<file path="src/rtl/lcd_char_responder_pkg.sv">
// rtl/lcd_char_responder_pkg.sv - shared opcode masks, space code, FSM states and AC stepping
package lcd_char_responder_pkg;

  localparam logic [7:0] SPACE_CHAR = 8'h20;

  // Instruction class is chosen by the highest set bit of the byte.
  localparam logic [7:0] MASK_DDRAM = 8'h80;
  localparam logic [7:0] MASK_CGRAM = 8'h40;
  localparam logic [7:0] MASK_FUNC  = 8'h20;
  localparam logic [7:0] MASK_SHIFT = 8'h10;
  localparam logic [7:0] MASK_DISP  = 8'h08;
  localparam logic [7:0] MASK_ENTRY = 8'h04;
  localparam logic [7:0] MASK_HOME  = 8'h02;
  localparam logic [7:0] MASK_CLEAR = 8'h01;

  typedef enum logic {
    ST_IDLE  = 1'b0,
    ST_CLEAR = 1'b1
  } state_t;

  typedef enum logic [3:0] {
    OP_NOP, OP_CLEAR, OP_HOME, OP_ENTRY, OP_DISP,
    OP_SHIFT, OP_FUNC, OP_CGRAM, OP_DDRAM
  } op_t;

  function automatic op_t decode_op(input logic [7:0] d);
    op_t op;
    if      ((d & MASK_DDRAM) != 8'h00) op = OP_DDRAM;
    else if ((d & MASK_CGRAM) != 8'h00) op = OP_CGRAM;
    else if ((d & MASK_FUNC)  != 8'h00) op = OP_FUNC;
    else if ((d & MASK_SHIFT) != 8'h00) op = OP_SHIFT;
    else if ((d & MASK_DISP)  != 8'h00) op = OP_DISP;
    else if ((d & MASK_ENTRY) != 8'h00) op = OP_ENTRY;
    else if ((d & MASK_HOME)  != 8'h00) op = OP_HOME;
    else if ((d & MASK_CLEAR) != 8'h00) op = OP_CLEAR;
    else                                op = OP_NOP;
    return op;
  endfunction

  // AC is {line, col}; stepping past either end of a line wraps the column
  // and moves to the other line.
  function automatic logic [4:0] ac_step(input logic [4:0] ac, input logic inc);
    logic [4:0] r;
    if (inc) r = (ac[3:0] == 4'hF) ? {~ac[4], 4'h0} : {ac[4], ac[3:0] + 4'h1};
    else     r = (ac[3:0] == 4'h0) ? {~ac[4], 4'hF} : {ac[4], ac[3:0] - 4'h1};
    return r;
  endfunction

endpackage

</file>
<file path="src/rtl/lcd_ddram.sv">
// rtl/lcd_ddram.sv - 32x8 display RAM, one write port and two registered read ports
// Ports: clk, resetn (active-high sync, clears read registers only),
//        we/waddr/wdata write port, raddr/rdata bus read port, vaddr/vdata view port.
module lcd_ddram (
  input  logic       clk,
  input  logic       resetn,
  input  logic       we,
  input  logic [4:0] waddr,
  input  logic [7:0] wdata,
  input  logic [4:0] raddr,
  output logic [7:0] rdata,
  input  logic [4:0] vaddr,
  output logic [7:0] vdata
);

  logic [7:0] mem [32];

  // Contents are deliberately not reset.
  always_ff @(posedge clk) begin
    if (we) mem[waddr] <= wdata;
  end

  always_ff @(posedge clk) begin
    if (resetn) begin
      rdata <= 8'h00;
      vdata <= 8'h00;
    end else begin
      rdata <= mem[raddr];
      vdata <= mem[vaddr];
    end
  end

endmodule

</file>
<file path="src/rtl/lcd_char_responder.sv">
// rtl/lcd_char_responder.sv - HD44780-style character LCD bus responder
// Ports: clk, resetn (active-high sync); LCD_E/LCD_RS/LCD_RW/LCD_DATA bus in,
//        lcd_rdata bus read-back; busy, overrun; display/entry/function flags;
//        ddram_addr (line*0x40+col); view_addr/view_char host-side DDRAM view.
module lcd_char_responder
  import lcd_char_responder_pkg::*;
#(
  parameter int E_MIN = 2
) (
  input  logic       clk,
  input  logic       resetn,
  input  logic       LCD_E,
  input  logic       LCD_RS,
  input  logic       LCD_RW,
  input  logic [7:0] LCD_DATA,
  output logic [7:0] lcd_rdata,
  output logic       busy,
  output logic       disp_on,
  output logic       cursor_on,
  output logic       blink_on,
  output logic       entry_inc,
  output logic       entry_shift,
  output logic       two_line,
  output logic [6:0] ddram_addr,
  output logic       overrun,
  input  logic [4:0] view_addr,
  output logic [7:0] view_char
);

  // A strobe needs at least this many sampled high cycles; shorter glitches
  // are dropped (such pulses carry no guarantee anyway).
  localparam logic [7:0] E_QUAL = (E_MIN > 1) ? 8'(E_MIN - 1) : 8'd1;

  state_t     state, state_n;
  logic       e_q, rs_c, rw_c;
  logic [7:0] data_c, e_len;
  logic [4:0] ac, clr_idx;
  logic       cgram_mode, rd_pend;
  logic       strobe, instr_wr, data_wr, data_rd;
  logic       ram_we;
  logic [4:0] ram_waddr;
  logic [7:0] ram_wdata, rd_q;
  op_t        op;

  assign strobe     = e_q & ~LCD_E & (e_len >= E_QUAL);
  assign op         = decode_op(data_c);
  assign instr_wr   = strobe & ~rs_c & ~rw_c & (state == ST_IDLE);
  assign data_wr    = strobe &  rs_c & ~rw_c & (state == ST_IDLE) & ~cgram_mode;
  assign data_rd    = strobe &  rs_c &  rw_c & (state == ST_IDLE);
  assign ddram_addr = {ac[4], 2'b00, ac[3:0]};

  always_ff @(posedge clk) begin
    if (resetn) state <= ST_IDLE;
    else        state <= state_n;
  end

  always_comb begin
    state_n = state;
    case (state)
      ST_IDLE:  if (instr_wr && op == OP_CLEAR) state_n = ST_CLEAR;
      ST_CLEAR: if (clr_idx == 5'd31) state_n = ST_IDLE;
      default:  state_n = ST_IDLE;
    endcase
  end

  // The clear sweep owns the write port; bus data writes use it otherwise.
  always_comb begin
    busy      = (state == ST_CLEAR);
    ram_we    = 1'b0;
    ram_waddr = ac;
    ram_wdata = data_c;
    if (state == ST_CLEAR) begin
      ram_we    = 1'b1;
      ram_waddr = clr_idx;
      ram_wdata = SPACE_CHAR;
    end else if (data_wr) begin
      ram_we    = 1'b1;
    end
  end

  always_ff @(posedge clk) begin
    if (resetn) begin
      e_q         <= 1'b0;
      e_len       <= 8'h00;
      rs_c        <= 1'b0;
      rw_c        <= 1'b0;
      data_c      <= 8'h00;
      ac          <= 5'd0;
      cgram_mode  <= 1'b0;
      disp_on     <= 1'b0;
      cursor_on   <= 1'b0;
      blink_on    <= 1'b0;
      entry_inc   <= 1'b1;
      entry_shift <= 1'b0;
      two_line    <= 1'b0;
      overrun     <= 1'b0;
      clr_idx     <= 5'd0;
      rd_pend     <= 1'b0;
      lcd_rdata   <= 8'h00;
    end else begin
      e_q <= LCD_E;
      if (LCD_E) begin
        rs_c   <= LCD_RS;
        rw_c   <= LCD_RW;
        data_c <= LCD_DATA;
        if (e_len != 8'hFF) e_len <= e_len + 8'h01;
      end else begin
        e_len <= 8'h00;
      end

      // Data read: the RAM port registers DDRAM[AC] on the strobe edge, then
      // the byte is moved into lcd_rdata one cycle later.
      rd_pend <= data_rd;
      if (rd_pend)                          lcd_rdata <= rd_q;
      else if (LCD_E && !LCD_RS && LCD_RW)  lcd_rdata <= {busy, ddram_addr};

      if (strobe && !rw_c && busy) overrun <= 1'b1;

      clr_idx <= (state == ST_CLEAR) ? clr_idx + 5'd1 : 5'd0;

      if (state == ST_CLEAR && clr_idx == 5'd31) begin
        ac         <= 5'd0;
        entry_inc  <= 1'b1;
        cgram_mode <= 1'b0;
      end else if (data_wr || data_rd) begin
        ac <= ac_step(ac, entry_inc);
      end else if (instr_wr) begin
        case (op)
          OP_HOME:  ac <= 5'd0;
          OP_ENTRY: begin
            entry_inc   <= data_c[1];
            entry_shift <= data_c[0];
          end
          OP_DISP: begin
            disp_on   <= data_c[2];
            cursor_on <= data_c[1];
            blink_on  <= data_c[0];
          end
          OP_SHIFT: if (!data_c[3]) ac <= ac_step(ac, data_c[2]);
          OP_FUNC:  two_line <= data_c[3];
          OP_CGRAM: cgram_mode <= 1'b1;
          OP_DDRAM: begin
            ac         <= {data_c[6], data_c[3:0]};
            cgram_mode <= 1'b0;
          end
          default: ;
        endcase
      end
    end
  end

  lcd_ddram u_ddram (
    .clk    (clk),
    .resetn (resetn),
    .we     (ram_we),
    .waddr  (ram_waddr),
    .wdata  (ram_wdata),
    .raddr  (ac),
    .rdata  (rd_q),
    .vaddr  (view_addr),
    .vdata  (view_char)
  );

endmodule

</file>
<file path="config.mk">
export PLATFORM = sky130hd
export DESIGN_NAME = lcd_char_responder
export DESIGN_NICKNAME = d
export VERILOG_FILES = /design/src/rtl/lcd_char_responder_pkg.sv /design/src/rtl/lcd_ddram.sv /design/src/rtl/lcd_char_responder.sv
export SDC_FILE = /design/constraint.sdc
export NUM_CORES = 1
export LEC_CHECK = 0
export CAP_MARGIN = 25
export CORE_MARGIN = 1
export CORE_UTILIZATION = 35
export DETAILED_ROUTE_END_ITERATION = 12
export GPL_TIMING_DRIVEN = 0
export PLACE_DENSITY = 0.62
export SYNTH_ARGS = -nofsm -noshare
export SYNTH_HDL_FRONTEND = slang
export SYNTH_HIERARCHICAL = 1
export SYNTH_SLANG_ARGS = --single-unit
export TNS_END_PERCENT = 10
</file>
<file path="constraint.sdc">
create_clock -name clk -period 3.2 [get_ports clk]
set_input_delay 0.48 -clock clk [delete_from_list [all_inputs] [get_ports clk]]
set_output_delay 0.48 -clock clk [all_outputs]
set_load 0.05 [all_outputs]
</file>
# [Yosys cells after proc, flatten, opt, wreduce, memory -nomap -nowiden]
# Memory sizes are Yosys's and may differ from the RTL's. A register that Yosys moved wholly into a read port is not among the register bits.
# Index checks and enable logic that the tools add are counted.
[word_totals] ff_bits=47 ram_bits=256 input_bits=18 output_inout_bits=31 wordCells=106 n_memories=1
[memory_table] memory="u_ddram.mem" words=32 width=8 rd=2 rd_ports_with_merged_regs=2 write_ports=1 line="lcd_ddram.sv:16" source="logic [7:0] mem [32];"
[classes] n_addsub=4 magnitude_cmp=1 eq_ne=12 n_mux=28 bitwise_logic=19 n_reduce_logical=23
[op_table] op="2-to-1 mux 5 bit" n=8
[op_table] op="2-to-1 mux 8 bit" n=3
[op_table] op="2-to-1 mux 4 bit" n=5
[op_table] op="equality test 4 x 3 -> 1 bit, second input constant" n=4
[op_table] op="case mux 5 bit (3 select lines)" n=1
[op_table] op="AND reduction 4 bit" n=3
[op_table] op="AND 1 bit" n=11
[op_table] op="AND reduction 3 bit" n=3
[op_table] op="adder 8 x 1 -> 8 bit, second input constant" n=1
[op_table] op="equality test 4 x 2 -> 1 bit, second input constant" n=2
[op_table] op="equality test 4 bit, second input constant" n=2
[op_table] op="greater-or-equal comparator 8 x 1 -> 1 bit, second input constant" n=1
[op_table] op="!= test 8 bit, second input constant" n=1
[op_table] op="inverter 1 bit" n=8
[op_table] op="2-to-1 mux 1 bit" n=7
[op_table] op="logical AND 1 bit" n=6
[op_table] op="nonzero test 2 bit" n=3
[op_table] op="OR reduction 2 bit" n=3
[op_table] op="adder 5 x 1 -> 5 bit, second input constant" n=1
[op_table] op="equality test 5 bit, second input constant" n=1
[op_table] op="adder 4 x 1 -> 4 bit, second input constant" n=1
[op_table] op="equality test 4 x 1 -> 1 bit, second input constant" n=1
[op_table] op="zero test 4 bit" n=1
[op_table] op="2-to-1 mux 2 bit" n=2
[op_table] op="other kinds (6)" n=8

# [Longest topological paths before layout]
[logic_depth] word_depth=12 depth_mapped=9 mapped_depth_nobuf=8

# [Hierarchy]
# Netlist, hierarchy kept.
[by_module_without_submodules] module="lcd_ddram" instances=1 cells_per_inst=630 area_each_um2=12340.6 seq_area_each_um2=8007.7
[by_module_without_submodules] module="lcd_char_responder" instances=1 cells_per_inst=305 area_each_um2=2576.2 seq_area_each_um2=940.9

# [Worst setup path before layout]
# Ideal clock, no wire load.
[synth_timing] path_type="reg2reg" startpoint="register state, in the netlist busy" endpoint="memory u_ddram.mem[19][0] (enable)" setup_time_ns=0.370 t_arrival_ns=2.346 t_required_ns=2.830 slack_ns=0.484 path_stages_with_launch=5 n_path_buf=1 period_less_slack_ns=2.716 cell_sequence="dfxtp_1 -> clkbuf_1 -> mux2_2 -> or3b_2 -> nor2_1"
[synth_via] word_cells_on_any_way=8 cone_classes="mux (5); bitwise (3)"
[synth_rtl] item="start: declaration" line="lcd_char_responder.sv:34" source="state_t state, state_n;"
[synth_rtl] item="start signal: assignment" line="lcd_char_responder.sv:54" source="else state <= state_n;"
[synth_rtl] item="2-to-1 mux 5 bit" line="lcd_char_responder.sv:72" source="if (state == ST_CLEAR) begin"
[synth_rtl] item="via ram_waddr[3]" line="lcd_char_responder.sv:41" source="logic [4:0] ram_waddr;"
[synth_rtl] item="end: declaration" line="lcd_ddram.sv:16"
# The timed path passes the listed nets, and every way through them passes these cells.

# [Final worst setup path]
[layout_timing] startpoint="register ac[0]" endpoint="memory u_ddram.mem[23][6] (enable)"
[layout_via] elab_chain_cells=1
[layout_rtl] item="start: declaration" line="lcd_char_responder.sv:37" source="logic [4:0] ac, clr_idx;"
[layout_rtl] item="start signal: assignment" line="lcd_char_responder.sv:126" source="ac <= ac_step(ac, entry_inc);"
[layout_rtl] item="start signal: assignment" line="lcd_char_responder.sv:139" source="OP_SHIFT: if (!data_c[3]) ac <= ac_step(ac, data_c[2]);"
[layout_rtl] item="start signal: assignment" line="lcd_char_responder.sv:143" source="ac <= {data_c[6], data_c[3:0]};"
[layout_rtl] item="2-to-1 mux 5 bit" line="lcd_char_responder.sv:72"
[layout_rtl] item="via ram_waddr[0]" line="lcd_char_responder.sv:41"
# The timed path passes the listed nets, and every way through them passes these cells.

==> impl_results.md <==
* Outcome: finished, violations left
* Failing checks: setup timing
* Grt total ovfl at 0
* N_diodes at 0
* CP startpoint kind: flip-flop
* # DRC at 0
* Clock tree buffer depth at 3
* WHS at 463 ps
* Max-cap violation count at 0
* Clock Skew at 31.9 ps
* RSZ-0062 raised after global routing: yes
* Seq/Total Area, Yosys at 0.600
* Pwr Density at a little over 500 mW/mm²
* Core area at approximately 0.042 mm²
* DIE WIDTH at between 200 and 250 µm
* Cells after synthesis at about 940
* Synth async-reset ratio at 0
* Postcts setup bufs at 0
* Synthesized area per cell at 16.0 µm²
* Inserted Clock Buffers at 35
* Via count at 9,329
* Most used DFF post-synth: edfxtp_1
* Final nets at about 1,100
* I/O pins at 49
* Hold crit path type: flip-flop to flip-flop
* Slew at the pin closest to its max-slew limit at roughly 900 ps
* Final worst setup slack at -65.0 ps
* CTS tree: done
* Most frequent cells in the layout: edfxtp_1, mux4_2, mux2i_1
* First-pass GRT wire length at around 60,000 µm
* DRT iter0 DRCs at slightly above 900
* Die ar. at 0.0434 mm²
* Unique masters post-synth at between 60 and 70
* Final ANT Viol Nets at 0
* Mapped Area at around 0.015 mm²
* Non-Filler Instances at about 1,600
* All-Layer GR Usage at 0.188
* Initial antenna violation count at 0
* Setup TNS at -2020 ps
* Number of global-route vias before repair at between 9,000 and 10,000
* Rel. slew slack at 0.399
* Main combinational cell family by area after synthesis: multiplexers
* # rows at 75
* Synth warn at 6
* VDD IR-drop max at 0.290 mV
* Clk_lat worst skew at about 540 ps
* Critical Path Fanout Max at 10
* CTS Sinks at roughly 320
* Max-slew violations at 0
* Kind of critical path: flip-flop to flip-flop
* Fin crit share at 1.02
* Largest net degree at the start of global routing at 33
* Achievable Freq at 0.306 GHz
* Routed Wire Length at ~41,000 µm
* Input/output buffers at 44
* Syn-to-layout area delta at 16.3%
* Synth Register Bits at 319
* Post-Synth Simple-Gate Area at 0.0646
* CP Data Arrival Time at 3410 ps
* Compound-Gate Fraction of Synth Area at 0.0617
* Routed WL per cell at approximately 26 µm
* Post-DP HPWL at between 20,000 and 30,000 µm
* Design area at ~0.017 mm²
* DR vias/cell at 5.87
* Layout cells sized above 1 at 0.258
* Leakage at roughly 5.6 nW
* Hold Buf Count CTS at 0
* Post-Synth XOR/XNOR Area at 0.00411
* EDFF count, synth at around 260
* Root buffer cell: clkbuf_16
* Routability cong. at approximately 0.88
* DP Worst Slack at -493 ps
* Post-Synth Adder-Cell Area at 0.00671
* CP Data Required Time at between 3000 and 4000 ps
* Final setup viols at 74
* CP endpoint kind: flip-flop
* Final-report hold violation count at 0
* Post-layout minimum cycle time at 3260 ps
* CTS clock-pin slew for the worst setup and hold paths at around 60 ps
* Die Ht at approximately 210 µm
* Starting Density at 0.356
* Placed insts at 1,526
* Mux contribution to synthesized area at 0.238
* Max H-tree Level at 2
* Most common cell after layout, fill and taps aside: edfxtp_1
* DP Area at 0.0162 mm²
* Drt pass-1 iters at 5
-- cells by family after synthesis --
kind of cell | Yosys count
flip-flops | 319
AO/OA/AOI/OAI | 126
adder cells (fa/ha/maj) | 8
other | 1
buffers and inverters | 76
AND/OR/NAND/NOR | 195
multiplexers | 203
XOR/XNOR | 7
-- metrics by stage --
stage,util,power [W]
floorplan,-,0.00499
global placement,0.382,0.00520
detailed placement,0.386,0.00522
CTS,0.412,0.00908
global route,0.414,0.00927
finish,0.414,0.00899
-- final cells by class --
class	count	area, µm²
clock buffers	38	887
plain buffers	62	314
inverters	14	52.6
fillers	3747	24600
clock inverters	25	213
flip-flops and latches	319	8950
well taps	539	674
repair buffers	52	566
multi-input cells	541	5700
-- what timing repair did --
action	in CTS	in global routing
gates cloned	0	0
hold endpoints to repair	0	0
endpoints found under the setup margin	163	234
resized for setup	9	22
-- flip-flops by register name (all words and copies together) (netlist names), 5 cells and up --
| signal | count |
|---|---|
| u_ddram/mem | 256 |
| data_c | 8 |
| e_len | 8 |
| lcd_rdata | 8 |
| u_ddram/rdata | 8 |
| u_ddram/vdata | 8 |
| ac | 5 |
| clr_idx | 5 |
-- cell usage after synthesis, drive strengths merged (3+ instances only) --
master   instances  area share
nor2b           18      0.0075
nand4            4      0.0017
o31ai            5      0.0025
nor2            95       0.024
nand2           24      0.0060
ha               8      0.0067
inv             14      0.0035
nand2b           8      0.0034
clkbuf          23      0.0058
o21ai           21      0.0070
nand3b           6      0.0030
mux4           121        0.18
xor2             5      0.0029
nand3            7      0.0023
nor3             7      0.0027
and3             9      0.0038
a211oi           3      0.0015
a21oi           23      0.0080
o211ai           6      0.0039
a22oi           15      0.0075
a31oi           13      0.0055
or3b             3      0.0018
dfxtp           63       0.085
buf             39       0.015
edfxtp         256        0.52
a221oi          10      0.0063
and2             4      0.0017
mux2i           77       0.052
mux2             5      0.0038
a221o           10      0.0067
o2111ai          5      0.0034
-- final timing paths --
check        startpoint                 end  slack [ps]  cells past startpoint
max               ac[0]  u_ddram/mem[23][6]         -60                      5
min          clr_idx[0]          clr_idx[0]         460                      1
max reg2reg       ac[0]  u_ddram/mem[23][6]         -60                      5
min reg2reg  clr_idx[0]          clr_idx[0]         460                      1
-- per-layer routing --
metal,vias to the layer above,track usage,part of all wire
met2,454,0.302,0.48
met3,68,0.0368,0.087
met5,-,0,0
met1,4832,0.260,0.41
li1,3975,-,-
met4,0,0.0542,0.024
-- worst max-delay path, stage by stage (launching register included) --
cell and delay, ps:
dfxtp_1 640, clkbuf_1 400, inv_1 140, o21ai_0 390, nand3_1 580, nor2_2 720
-- power by group --
part,total (W),switching [W],internal (W)
registers,0.00453,0.0000231,0.00451
logic,0.000609,0.000369,0.000240
clock network,0.00386,0.00167,0.00219
total,0.00899,0.00206,0.00694
No activity file was read; power rests on OpenSTA's default activity.
